File: config.mk
export PLATFORM = sky130hd
export DESIGN_NAME = bitwise_arbiter
export DESIGN_NICKNAME = d
export VERILOG_FILES = /design/src/rtl/bitwise_arbiter.sv
export SDC_FILE = /design/constraint.sdc
export NUM_CORES = 1
export LEC_CHECK = 0
export ABC_AREA = 0
export CAP_MARGIN = 20
export CORE_UTILIZATION = 39
export DETAILED_ROUTE_END_ITERATION = 10
export PLACE_DENSITY = 0.83
export SLEW_MARGIN = 20
export SYNTH_ARGS = -nofsm -noshare
export SYNTH_HDL_FRONTEND = slang
export SYNTH_SLANG_ARGS = --single-unit
export TNS_END_PERCENT = 10
File: constraint.sdc
create_clock -name clk -period 1.47 [get_ports clk]
set_input_delay 0.147 -clock clk [delete_from_list [all_inputs] [get_ports clk]]
set_output_delay 0.147 -clock clk [all_outputs]
set_load 0.01 [all_outputs]
File: src/rtl/bitwise_arbiter.sv
`default_nettype none
// ============================================================================
// Module      : bitwise_arbiter
// Description : Two-requester arbiter in front of one shared bitwise unit.
//               The winner's operands are registered towards the unit, the
//               result is captured LAT+1 edges after the accept and held
//               until the consumer takes it.
//               Macro BWARB_ROUND_ROBIN_EN: defined -> round-robin on ties,
//               undefined -> requester 0 always wins ties.
// Revision    : 1.0 - initial release
// ============================================================================
module bitwise_arbiter #(
    parameter int WIDTH = 7,
    parameter int LAT   = 1
) (
    input  logic             clk,
    input  logic             rst_n,
    input  logic             req0_valid,
    output logic             req0_ready,
    input  logic [WIDTH-1:0] req0_a,
    input  logic [WIDTH-1:0] req0_b,
    input  logic [1:0]       req0_op,
    input  logic             req1_valid,
    output logic             req1_ready,
    input  logic [WIDTH-1:0] req1_a,
    input  logic [WIDTH-1:0] req1_b,
    input  logic [1:0]       req1_op,
    output logic [WIDTH-1:0] alu_a,
    output logic [WIDTH-1:0] alu_b,
    output logic [1:0]       alu_op,
    input  logic [WIDTH-1:0] alu_q,
    output logic             rsp_valid,
    input  logic             rsp_ready,
    output logic             rsp_id,
    output logic [WIDTH-1:0] rsp_q,
    output logic             busy
);

    // Counter wide enough for the largest legal latency (7).
    localparam int               c_cnt_w = 3;
    localparam logic [c_cnt_w-1:0] c_lat = c_cnt_w'(LAT);

    // Reject latencies the counter cannot represent.
    generate
        if (LAT < 1 || LAT > 7) begin : g_lat_check
            $error("bitwise_arbiter: LAT must be in 1..7");
        end
    endgenerate

    typedef enum logic [1:0] {
        ST_IDLE = 2'd0,
        ST_WAIT = 2'd1,
        ST_RESP = 2'd2
    } state_t;

    state_t               state_q, state_d;
    logic [c_cnt_w-1:0]   cnt_q, cnt_d;
    logic [WIDTH-1:0]     alu_a_q, alu_a_d;
    logic [WIDTH-1:0]     alu_b_q, alu_b_d;
    logic [1:0]           alu_op_q, alu_op_d;
    logic                 rsp_id_q, rsp_id_d;
    logic [WIDTH-1:0]     result_q, result_d;

    logic                 w_tie_pick1;
    logic                 w_pick1;
    logic                 w_idle;
    logic                 w_accept;

`ifdef BWARB_ROUND_ROBIN_EN
    logic                 last_grant_q, last_grant_d;

    // On a tie the requester that did not win last time goes next.
    always_comb begin
        w_tie_pick1 = (last_grant_q == 1'b0);
    end

    // Remember the most recent winner; updated on every accept.
    always_comb begin
        last_grant_d = last_grant_q;
        if (w_accept) begin
            last_grant_d = w_pick1;
        end
    end

    // Last-grant register; reset value 1 makes requester 0 win the first tie.
    always_ff @(posedge clk) begin
        if (!rst_n) begin
            last_grant_q <= 1'b1;
        end else begin
            last_grant_q <= last_grant_d;
        end
    end
`else
    // Fixed priority: requester 0 wins every tie.
    always_comb begin
        w_tie_pick1 = 1'b0;
    end
`endif

    // Choose which requester would be granted if the block were idle.
    always_comb begin
        w_pick1 = 1'b0;
        if (req0_valid && req1_valid) begin
            w_pick1 = w_tie_pick1;
        end else if (req1_valid) begin
            w_pick1 = 1'b1;
        end
    end

    // Readys only while idle and out of reset; pick makes them exclusive.
    always_comb begin
        w_idle     = (state_q == ST_IDLE) && rst_n;
        req0_ready = w_idle && req0_valid && !w_pick1;
        req1_ready = w_idle && req1_valid &&  w_pick1;
        w_accept   = req0_ready || req1_ready;
    end

    // Next-state and datapath update for the IDLE/WAIT/RESP sequence.
    always_comb begin
        state_d  = state_q;
        cnt_d    = cnt_q;
        alu_a_d  = alu_a_q;
        alu_b_d  = alu_b_q;
        alu_op_d = alu_op_q;
        rsp_id_d = rsp_id_q;
        result_d = result_q;
        case (state_q)
            ST_IDLE: begin
                if (w_accept) begin
                    if (w_pick1) begin
                        alu_a_d  = req1_a;
                        alu_b_d  = req1_b;
                        alu_op_d = req1_op;
                    end else begin
                        alu_a_d  = req0_a;
                        alu_b_d  = req0_b;
                        alu_op_d = req0_op;
                    end
                    rsp_id_d = w_pick1;
                    cnt_d    = '0;
                    state_d  = ST_WAIT;
                end
            end
            ST_WAIT: begin
                // The unit's result is valid once the counter reaches LAT.
                cnt_d = cnt_q + 1'b1;
                if (cnt_q == c_lat) begin
                    result_d = alu_q;
                    state_d  = ST_RESP;
                end
            end
            ST_RESP: begin
                // Returning to IDLE here means the next accept is a cycle later.
                if (rsp_ready) begin
                    state_d = ST_IDLE;
                end
            end
            default: begin
                state_d = ST_IDLE;
            end
        endcase
    end

    // State and datapath registers with synchronous active-low reset.
    always_ff @(posedge clk) begin
        if (!rst_n) begin
            state_q  <= ST_IDLE;
            cnt_q    <= '0;
            alu_a_q  <= '0;
            alu_b_q  <= '0;
            alu_op_q <= '0;
            rsp_id_q <= 1'b0;
            result_q <= '0;
        end else begin
            state_q  <= state_d;
            cnt_q    <= cnt_d;
            alu_a_q  <= alu_a_d;
            alu_b_q  <= alu_b_d;
            alu_op_q <= alu_op_d;
            rsp_id_q <= rsp_id_d;
            result_q <= result_d;
        end
    end

    assign alu_a     = alu_a_q;
    assign alu_b     = alu_b_q;
    assign alu_op    = alu_op_q;
    assign rsp_id    = rsp_id_q;
    assign rsp_q     = result_q;
    assign rsp_valid = (state_q == ST_RESP);
    assign busy      = (state_q != ST_IDLE);

endmodule
`default_nettype wire

-- After elaboration in Yosys (flattened, before gate mapping)
Cells that the tools add are included.
- shift-type cells: 0
- reductions and logical operators: 15
- equal/unequal tests: 6
- divide/modulo/power cells: 0
- mux-type cells: 11
- add/sub/neg operators: 1
- bitwise gates (word level): 0
- $mul: 0
- magnitude comparators: 0
- operators with widths (cell ; count):
    $mux 7 ; 2
    $mux 2 ; 4
    $logic_and 1x1->1 ; 6
    $pmux 2 s3 ; 1
    $pmux 3 s2 ; 1
    $reduce_and 2->1 ; 3
    $ne 2x2->1 const B ; 2
    $reduce_bool 2->1 ; 2
    $add 3x1->3 const B ; 1
    $eq 3x1->1 const B ; 1
    $mux 3 ; 1
    $reduce_and 3->1 ; 1
    $eq 2x1->1 const B ; 1
    $eq 2x2->1 const B ; 1
    $logic_not 2->1 ; 1
    $mux 1 ; 2
    $ne 2x1->1 const B ; 1
    $logic_not 1->1 ; 1
    $logic_or 1x1->1 ; 1
- latch bits: 0
- register bits after elaboration: 29
- bits in read-only memories: 0
- RAM bits: 0
- output and inout bits: 28
- memories: 0
- logic and storage cells: 40

-- Longest topological paths before layout
- word-level depth: 7
- mapped depth: 6

-- Least setup slack after synthesis
Ideal clock, no wire load.
- path kind: register to register
- start point: reg cnt_q[0]
- end point: reg result_q[0] (netlist: rsp_q[0])
- slack: 250 ps
- buffers on the path: 1
- cell stages (with the launch flop): 6
- arrival: 1092 ps
- cells stage by stage: dfxtp_1 > ha_1 > and4bb_2 > buf_4 > mux2i_1 > nor2_1
- cells in the longest elaborated chain, start to end: 2
- RTL lines (item ; RTL line ; RTL):
    start, declared ; 57 ; logic [c_cnt_w-1:0] cnt_q, cnt_d;
    start signal, assigned ; 176 ; cnt_q <= cnt_d;
    $eq 3x1->1 ; 147 ; if (cnt_q == c_lat) begin
    $reduce_and 2->1 (no line) ; -- ;
    end signal, assigned ; 181 ; result_q <= result_d;
    end, declared ; 62 ; logic [WIDTH-1:0] result_q, result_d;
Every way passes these cells.
A chain may end at the register's enable or synchronous reset.

-- Worst setup path after layout
- start point: reg state_q[0]
- end point: out req0_ready
- cells in the longest elaborated chain, start to end: 4
- RTL lines (item ; RTL line ; RTL):
    start, declared ; 56 ; state_t state_q, state_d;
    start signal, assigned ; 175 ; state_q <= state_d;
    $logic_not 2->1 ; 112 ; w_idle = (state_q == ST_IDLE) && rst_n;
    $logic_and 1x1->1 ; 112 ;
    $logic_and 1x1->1 (2 in a row) ; 113 ; req0_ready = w_idle && req0_valid && !w_pick1;
    end, declared ; 19 ; output logic req0_ready,
Every way passes these cells.

==> out/summary.json <==
{
  "p_leak": {"value": 0.000888, "unit": "µW"},
  "critical_path.reg2reg.endpoint": {"value": "rsp_q[5]$_SDFFE_PN0P_"},
  "reg2reg_depth": {"value": 4},
  "finalWorstPathRequiredPeriod": {"value": 1.42, "unit": "ns"},
  "report.final.hold_viol_count": {"value": 0},
  "syn_area_per_cell": {"value": 9.99, "unit": "µm²"},
  "layout_skew": {"value": 0.00922, "unit": "ns"},
  "grt_start_max_net_pins": {"value": 21},
  "antenna_violations_before_repair": {"value": 0},
  "synthesized_area_fraction_occupied_by_adder_cells": {"value": 0.0186},
  "worst-r2r-setup-slack": {"value": 0.08, "unit": "ns"},
  "initial_core_util": {"value": 0.424},
  "pin_count": {"value": 72},
  "die-area": {"value": 3700, "unit": "µm²"},
  "layout.cells.non_filler": {"value": 256},
  "path_class": {"value": "reg2out"},
  "drt_iter0_markers": {"value": 44},
  "grt_setup_unrepaired": {"value": "false"},
  "synth_top_family_by_area": {"value": "compound AO/OA/AOI/OAI gates"},
  "dpl.cell_count": {"value": 248},
  "final.period_utilization": {"value": 0.963},
  "track_usage": {"value": 0.230},
  "power.density": {"value": 854, "unit": "nW/µm²"},
  "holdWs": {"value": 0.425, "unit": "ns"},
  "viasPerCell": {"value": 5.41},
  "synth_nets": {"value": 181},
  "drt-pass1-iter-count": {"value": 4},
  "insertedDiodeCount": {"value": 0},
  "rows": {"value": 20},
  "die_w": {"value": 60.8, "unit": "µm"},
  "vdd.ir_drop.worst": {"value": 0.000534, "unit": "V"},
  "ys_ff_latch": {"value": 29},
  "drcViolationCount": {"value": 0},
  "timing.critical_path.to_type": {"value": "output port"},
  "setup_tns_after_final_layout": {"value": 0, "unit": "ns"},
  "timing_worst_slew_pin_value": {"value": 0.312, "unit": "ns"},
  "cts-hold-fix-buffers": {"value": 0},
  "arrival_time_worst_endpoint": {"value": 1.27, "unit": "ns"},
  "drv.max_cap_violation_count": {"value": 0},
  "yosys-mux-area-fraction": {"value": 0.171},
  "max-clock-path-buffers": {"value": 2},
  "cp-startpoint": {"value": "state_q[0]$_SDFFE_PN0P_"},
  "routed_wire_length_per_instance": {"value": 15.4, "unit": "µm"},
  "post_synth_and_or_nand_nor_area_fraction": {"value": 0.111},
  "core_footprint": {"value": 3180, "unit": "µm²"},
  "synth.yosys.warnings": {"value": 0},
  "clk_pin_slew_worst_paths": {"value": 0.10, "unit": "ns"},
  "postRouteAntennaNets": {"value": 0},
  "worst-path-buf-inv": {"value": 1},
  "status": {"value": "completed"},
  "grt_pass1_wl": {"value": 6.18, "unit": "mm"},
  "worst_path_max_delay_cell": {"value": "dfxtp_1"},
  "fin_area": {"value": 2170, "unit": "µm²"},
  "worst_path_cell_chain": {"value": "nor2_4, and3_2, dlygate4sd2_1"},
  "setup_violators_final": {"value": 0},
  "cts_num_sinks": {"value": 29},
  "crit_path_start_kind": {"value": "flop"},
  "fraction_of_synthesized_cell_area_in_xor_and_xnor_cells": {"value": 0},
  "commonest_cells_after_routing_fill_and_taps_aside": {"value": "clkdlybuf4s50_1, dfxtp_1, mux2i_1"},
  "cp-endpoint": {"value": "req0_ready"},
  "compound_gate_fraction_of_synth_area": {"value": 0.200},
  "detailedPlacementHpwl": {"value": 3.02, "unit": "mm"},
  "drv_slew": {"value": 0},
  "timing.critical_path.fanout_max": {"value": 3},
  "min_from": {"value": "alu_q[0]"},
  "area_growth_syn_to_layout": {"value": 61.2, "unit": "%"},
  "overflow": {"value": 0},
  "layout-drive-gt1-share": {"value": 0.123},
  "final_net_count": {"value": 257},
  "gp_congestion": {"value": 0.727},
  "postSynthCellCount": {"value": 135},
  "relative_slew_margins": {"value": 0.790},
  "die-height": {"value": 60.8, "unit": "µm"},
  "clock-root-buffer": {"value": "clkbuf_4"},
  "clock.fmax": {"value": 0.706, "unit": "GHz"},
  "vias": {"value": 1386},
  "final_common_cell": {"value": "clkdlybuf4s50_1"},
  "crit_family": {"value": "flip-flops"},
  "clk_latency": {"value": 0.33, "unit": "ns"},
  "required": {"value": 1.32, "unit": "ns"},
  "cts_buffers": {"value": 5},
  "final_core_utilization": {"value": 0.684},
  "crit_path_max_incr_delay": {"value": 0.40, "unit": "ns"},
  "synth_area": {"value": 1350, "unit": "µm²"},
  "cts_tree": {"value": "built"},
  "numPortBuffers": {"value": 71},
  "grt_pass1_vias": {"value": 1479},
  "ys_types": {"value": 27},
  "number_of_setup_buffers_added_after_cts": {"value": 0},
  "worst_r2r_startpoint": {"value": "state_q[0]$_SDFFE_PN0P_"},
  "postPlaceCellArea": {"value": 2120, "unit": "µm²"},
  "holdCritPathClass": {"value": "in2reg"},
  "detailed_route_wire_length": {"value": 3.94, "unit": "mm"},
  "synth_seq_area_share": {"value": 0.430},
  "cp.depth": {"value": 3},
  "htree_num_levels": {"value": 2}
}
==> cells by family after synthesis <==
logic type,Yosys count
fa+ha+maj,2
compound gates,41
buf+inv,16
flops,29
simple gates,24
mux,23
==> through the flow <==
step                      setup slack, ns  total power (µW)
after floorplan                     0.250              1110
after CTS                          0.0162              1870
after detailed placement           -0.165              1410
after global placement             -0.111              1380
after global routing              0.00100              1940
final                              0.0543              1860
==> where the power goes <==
group,total [µW],switching (µW),internal (µW)
sequential,886,36.7,850
combinational,503,209,295
clock,466,285,182
==> routing by layer <==
metal  GRT usage  vias to the layer above  wire [µm]
met1       0.221                      652       1440
met3      0.0661                       16        278
met5           0                        -          0
met4       0.123                        0        140
li1            -                      657          -
met2       0.438                       61       2070
==> state kept, by name, summed over array words and instances, names as in the netlist <==
register  flops
alu_op        2
rsp_q         7
alu_a         7
rsp_id        1
alu_b         7
state_q       2
cnt_q         3
==> cell type report <==
cell class	instances	area [µm²]
Clock inverter	2	10.0
Multi-Input combinational cell	90	686
Fill cell	270	1000
Inverter	4	15.0
Sequential cell	29	582
Clock buffer	6	41.3
Tap cell	44	55.1
Timing Repair Buffer	81	786
==> tightest hold or removal path, cell delays in order <==
cell and delay (ns):
clkdlybuf4s50_1 0.40, mux2i_1 0.13, nor2_1 0.05
==> synthesized netlist by cell type <==
master	n	area, µm²
mux2i_1	23	230
nand3b_4	1	20.0
clkbuf_1	5	18.8
buf_4	1	7.51
o31ai_1	1	7.51
buf_6	1	11.3
a21oi_1	4	20.0
nor2b_1	3	18.8
buf_12	1	20.0
nand3b_1	2	15.0
nor3_1	2	10.0
nor2_1	9	33.8
ha_1	2	25.0
and4bb_2	1	12.5
o21ai_0	9	45.0
inv_1	4	15.0
and3_2	1	7.51
buf_2	2	10.0
dfxtp_1	29	581
clkbuf_2	2	10.0
and3_1	1	6.26
nor2_2	2	12.5
a211oi_1	1	7.51
o21ai_1	10	50.1
o311ai_0	16	140
nor3b_1	1	7.51
nand2b_1	1	6.26
==> how the worst min path moves through the flow <==
stage	end	depth (start not counted)
after CTS	rsp_q[0]$_SDFFE_PN0P_	3
after floorplan	rsp_id$_SDFFE_PN0P_	1
after global routing	rsp_q[0]$_SDFFE_PN0P_	3
after detailed placement	rsp_q[4]$_SDFFE_PN0P_	2
after global placement	cnt_q[0]$_SDFFE_PN0P_	1
final	rsp_q[0]$_SDFFE_PN0P_	3
==> what timing repair did <==
| action | CTS | global route |
|---|---|---|
| pin swaps | 1 | 0 |
| gates cloned | 0 | 0 |
| endpoints found under the setup margin | 4 | 2 |
| resized for setup | 10 | 3 |
(Power assumes the default switching activity.)
